File: src/rtl/moore_seq_detector_param.sv
// Parametrised Moore serial-sequence detector with runtime pattern reload,
// bit-valid qualifier, overlap/non-overlap modes and a saturating match counter.
module moore_seq_detector_param #(
  parameter int             N       = 4,
  parameter logic [N-1:0]   PATTERN = 4'b1011,
  parameter bit             OVERLAP = 1'b1,
  parameter int             CNT_W   = 8
) (
  input  logic             clk,
  input  logic             rst,
  input  logic             en,
  input  logic             in,
  input  logic             pat_load,
  input  logic [N-1:0]     pat_in,
  input  logic             clr_count,
  output logic             out,
  output logic [CNT_W-1:0] match_count,
  output logic             count_sat
);

  // fill counts 0..N, so it needs room for the value N itself
  localparam int FW = $clog2(N + 1);
  localparam logic [FW-1:0] FILL_FULL = FW'(N);

  logic [N-1:0]     pat_q,  pat_d;
  logic [N-1:0]     hist_q, hist_d;
  logic [FW-1:0]    fill_q, fill_d;
  logic             match_q, match_d;
  logic [CNT_W-1:0] cnt_q,  cnt_d;
  logic             sat_q,  sat_d;

  logic [N-1:0]     hist_n;
  logic [FW-1:0]    fill_n;
  logic [CNT_W-1:0] cnt_inc;
  logic             hit;
  logic             acc_hit;

  assign hist_n  = {hist_q[N-2:0], in};
  assign fill_n  = (fill_q == FILL_FULL) ? fill_q : fill_q + FW'(1);
  assign hit     = (fill_n == FILL_FULL) && (hist_n == pat_q);
  // a hit only counts on an accepted bit; pat_load drops the bit
  assign acc_hit = en && !pat_load && hit;
  assign cnt_inc = cnt_q + CNT_W'(1);

  // next-state: pattern/history/fill/match, then the counter
  always_comb begin
    pat_d   = pat_q;
    hist_d  = hist_q;
    fill_d  = fill_q;
    match_d = 1'b0;
    cnt_d   = cnt_q;
    sat_d   = sat_q;

    if (pat_load) begin
      pat_d  = pat_in;
      hist_d = '0;
      fill_d = '0;
    end else if (en) begin
      hist_d  = hist_n;
      match_d = hit;
      // non-overlap restarts the history count so a new match needs N fresh bits
      fill_d  = (hit && !OVERLAP) ? '0 : fill_n;
    end

    // clear beats a coincident hit
    if (clr_count) begin
      cnt_d = '0;
      sat_d = 1'b0;
    end else if (acc_hit && !(&cnt_q)) begin
      cnt_d = cnt_inc;
      if (&cnt_inc) sat_d = 1'b1;
    end
  end

  // state registers with synchronous reset
  always_ff @(posedge clk) begin
    if (rst) begin
      pat_q   <= PATTERN;
      hist_q  <= '0;
      fill_q  <= '0;
      match_q <= 1'b0;
      cnt_q   <= '0;
      sat_q   <= 1'b0;
    end else begin
      pat_q   <= pat_d;
      hist_q  <= hist_d;
      fill_q  <= fill_d;
      match_q <= match_d;
      cnt_q   <= cnt_d;
      sat_q   <= sat_d;
    end
  end

  assign out         = match_q;
  assign match_count = cnt_q;
  assign count_sat   = sat_q;

endmodule

File: config.mk
export PLATFORM = sky130hd
export DESIGN_NAME = moore_seq_detector_param
export DESIGN_NICKNAME = d
export VERILOG_FILES = /design/src/rtl/moore_seq_detector_param.sv
export SDC_FILE = /design/constraint.sdc
export NUM_CORES = 1
export LEC_CHECK = 0
export ABC_CLOCK_PERIOD_IN_PS = 2550
export CAP_MARGIN = 40
export CORE_MARGIN = 2
export CORE_UTILIZATION = 48
export DETAILED_ROUTE_END_ITERATION = 8
export PLACE_DENSITY_LB_ADDON = 0.3
export SETUP_SLACK_MARGIN = 0.3
export SYNTH_ARGS = -nofsm -noshare
export SYNTH_HDL_FRONTEND = slang
export SYNTH_SLANG_ARGS = --single-unit
File: constraint.sdc
create_clock -name clk -period 2.55 [get_ports clk]
set_input_delay 0.6375 -clock clk [delete_from_list [all_inputs] [get_ports clk]]
set_output_delay 0.6375 -clock clk [all_outputs]
set_load 0.01 [all_outputs]
# Word level (Yosys, flattened, before mapping)
# Index checks and enable logic that the tools add are counted.
# classes
bitwise	1
reduce_logical	11
eq_ne	3
addsub	2
n_mux	1
# op_table
cell	count
$reduce_and A9 Y1	1
$add A8 B1 Y8 const B	1
$reduce_and A8 Y1	1
$eq A3 B3 Y1 const B	2
$eq A4 B4 Y1	1
$logic_and A1 B1 Y1	4
$reduce_or A2 Y1	2
$add A3 B1 Y3 const B	1
$mux W3	1
$reduce_or A3 Y1	1
$logic_not A1 Y1	2
$not A1 Y1	1
# totals
ff_bits	20

# Logic depth before layout (Yosys ltp)
# logic_depth
depth_word	7
ltp_mapped	8
depth_no_buf	7

# Worst setup path after synthesis
# OpenSTA, ideal clock, no wires.
# synth_path
path_type	register to register
start	register fill_q[0]
end	register cnt_q[3] (netlist: match_count[3])
n_path_buf	0
setup_ns	0.070
path_stages_with_launch	8
required_time_ns	2.480
t_arrival_ns	2.125
period_less_slack_ns	2.195
setup_slack_ns	0.355
cell_sequence	dfxtp_1 bufinv_8 ha_1 nor3_2 o21ai_1 a2111o_1 or4_1 a21oi_1
# synth_between
elab_chain_cells	6
word_cells_on_any_way	7
classes_between	add/sub: 1; eq/ne: 2; mux: 1; reduce/logical: 3
# synth_rtl
item	line	rtl
start: declaration	27	logic [FW-1:0] fill_q, fill_d;
start signal: assignment	87	fill_q <= fill_d;
$add A3 B1 Y3 / $eq A3 B3 Y1 (equally long branches)	39	assign fill_n = (fill_q == FILL_FULL) ? fill_q : fill_q + FW'(1);
$mux W3 *	39	
$eq A3 B3 Y1 *	40	assign hit = (fill_n == FILL_FULL) && (hist_n == pat_q);
$logic_and A1 B1 Y1 *	40	
$logic_and A1 B1 Y1 *	42	assign acc_hit = en && !pat_load && hit;
$logic_and A1 B1 Y1 *	69	end else if (acc_hit && !(&cnt_q)) begin
end signal: assignment	89	cnt_q <= cnt_d;
end: declaration	29	logic [CNT_W-1:0] cnt_q, cnt_d;
# Mark *: on every way between the ends. The rest lies on a longest branch, timed or not.
# A chain may end at the register's enable or synchronous reset.

# Final worst setup path
# layout_path
start	register fill_q[0]
end	register cnt_q[5] (netlist: match_count[5])
# The elaborated chain is that of the path after synthesis.

==> qor.txt <==
FF-to-FF path depth -> 7
CORE AREA -> 0.00217 mm^2
TritonCTS Sinks -> 20
Setup crit end -> match_count[5]$_SDFFE_PP0P_
Unrepaired setup endpoints after global routing -> no
Layout cells sized above 1 -> 18.6%
Initial DRC count -> 16
Yosys top cell by area -> dfxtp_1
Synth top area cells -> dfxtp_1 37%, xnor2_1 8.0%, ha_1 4.6%, a21oi_1 4.1%, nand2_1 3.8%
Power density cells -> 383 mW/mm^2
GPL Wtd Cong -> 0.876
Port bufs -> 19
Reg2Reg Setup Slack -> 0.40 ns
Worst setup path start -> fill_q[0]$_SDFFE_PP0P_
Max_cap viols -> 0
Mapped Cells -> 125
Placement row count -> 17
Max-slew violation count -> 0
Critical path peak fanout -> 5
Hpwl dp -> 1.72 mm
Die area -> 0.00267 mm^2
Io pins -> 20
Worst Hold Depth -> 2
Largest net degree at the start of global routing -> 11
Number of CTS-inserted buffers -> 3
Most frequent cells in the layout -> 18 x dfxtp_1, 18 x clkdlybuf4s50_1, 11 x nand2_1
Vias -> 982
Syn nets -> 139
FF-to-FF Start -> fill_q[0]$_SDFFE_PP0P_
Data required time at the worst endpoint -> 2.79 ns
H-Tree Depth -> 1
CP endpoint kind -> register
Final hold violations -> 0
Leakage -> 0.476 nW
Status -> complete, no violations
Drt total wl -> 2.29 mm
Clock skew -> 0.00187 ns
CTS tree -> done
# setup viols final -> 0
Synth Area per Inst -> 8.72 um^2
Least-Margin Pin Slew -> 0.493 ns
Initial antenna violation count -> 0
Overall Global Routing Usage -> 20.2%
# hold bufs at CTS -> 0
Seq cells post-synth -> 20
Drt first pass iters -> 4
Finished Cell Area -> 0.00140 mm^2
Vias in the first global route -> 885
Fmax achieved -> 0.464 GHz
Final nets -> 161
Top_reg_cell synth -> dfxtp_1
Synth top area share -> 36.7%
N_diodes -> 0
CP Launch Type -> register
Yosys warning total -> 0
Root buffer cell -> clkbuf_4
Seq/Total Area, Yosys -> 36.7%
HP Class -> reg2reg
Worst VDD drop -> 0.000279 V
Ys async rst share -> 0%
Area after DPL -> 0.00131 mm^2
Crit Path Class -> reg2reg
Die width -> 51.7 um
Post-CTS Setup Bufs -> 0
Die Ht -> 51.7 um
Via/cell ratio -> 5.68
Starting density of the core -> 50.2%
Yosys cell types -> 37
Hold_sp -> count_sat$_SDFFE_PP0P_
DRC -> 0
Global-route wire length before repair -> 3.99 mm
Period utilization -> 84.5%
Post-layout util -> 64.3%
Worst EP arrival -> 2.40 ns
Netlist Area Pre-Place -> 0.00109 mm^2
CTS Buffer Depth -> 2
CTS clk-pin slew, worst paths -> 0.11 ns
Final critical-path required period -> 2.15 ns
Antenna Nets Post-Route -> 0
Wire per inst -> 13.3 um
Clock latency on the worst-skew pair -> 0.30 ns
Synth-to-Final Area Change -> 28.0%
Critical R2R Capture -> match_count[5]$_SDFFE_PP0P_
Relative slew slack -> 66.3%
Number of synthesized flops with an enable pin -> 0
Gr ovfl total -> 0
-- state kept, by name (all words and copies together), names as in the netlist --
signal,flops
fill_q,3
pat_q,4
count_sat,1
match_count,8
out,1
hist_q,3
-- worst min path at each step --
stage	end
detailed placement	count_sat$_SDFFE_PP0P_
CTS	count_sat$_SDFFE_PP0P_
global route	count_sat$_SDFFE_PP0P_
finish	count_sat$_SDFFE_PP0P_
floorplan	count_sat$_SDFFE_PP0P_
global placement	count_sat$_SDFFE_PP0P_
-- repair_timing --
| action | CTS | global route |
|---|---|---|
| resized for setup | 5 | 10 |
| pin swaps | 2 | 7 |
| setup endpoints to repair | 5 | 5 |
-- Yosys cell counts (3+ instances only) --
cell,count
nand2_1,11
mux2i_1,4
o21ai_0,3
o31ai_1,3
nor2b_1,3
a21oi_1,9
nor3_1,4
ha_1,4
or4_1,4
xnor2_1,10
inv_1,3
a211o_1,3
nor2_1,9
dfxtp_1,20
nand3_1,7
-- report_power, final --
group          internal (mW)  switching (mW)
Clock                 0.0551          0.0944
Sequential             0.319         0.00409
Combinational         0.0371          0.0245
-- metrics by stage --
stage	worst slack, ns	instances	TNS, ns	hold WS [ns]	power, mW
2_1_floorplan	0.355	125	0	0.471	0.366
3_3_place_gp	0.0229	170	0	0.445	0.384
3_5_place_dp	-0.0410	170	-0.0757	0.450	0.386
4_1_cts	0.293	173	0	0.466	0.539
5_1_grt	0.294	173	0	0.511	0.558
6_report	0.396	173	0	0.457	0.534
-- metal layers --
layer	track usage [%]	wire length, um
met5	0	0
met4	9.65	54
met3	3.45	132
met2	34.2	1120
met1	24.8	990
-- critical path, cell delays in order, from the launching register on --
cell	delay (ns)
dfxtp_2	0.34
bufinv_8	0.18
ha_4	0.25
nor3_4	0.11
o21ai_2	0.07
a2111o_1	0.49
or4_4	0.54
a21oi_2	0.13
-- final cells by class --
type | instances | area, um^2
Multi-Input combinational cell | 94 | 672
Sequential cell | 20 | 403
Fill cell | 186 | 774
Timing Repair Buffer | 24 | 234
Inverter | 4 | 28.8
Tap cell | 28 | 35.0
Clock buffer | 3 | 22.5
-- cells by family after synthesis --
group / synth area share, %
xor gates and xnor gates: 8.84
DFF: 36.7
adders and majority gates: 4.59
AOI/OAI and AO/OA: 14.0
buffers and inverters: 6.54
and+or+nand+nor: 25.6
muxes: 3.67
No activity file was read; power rests on OpenSTA's default activity.
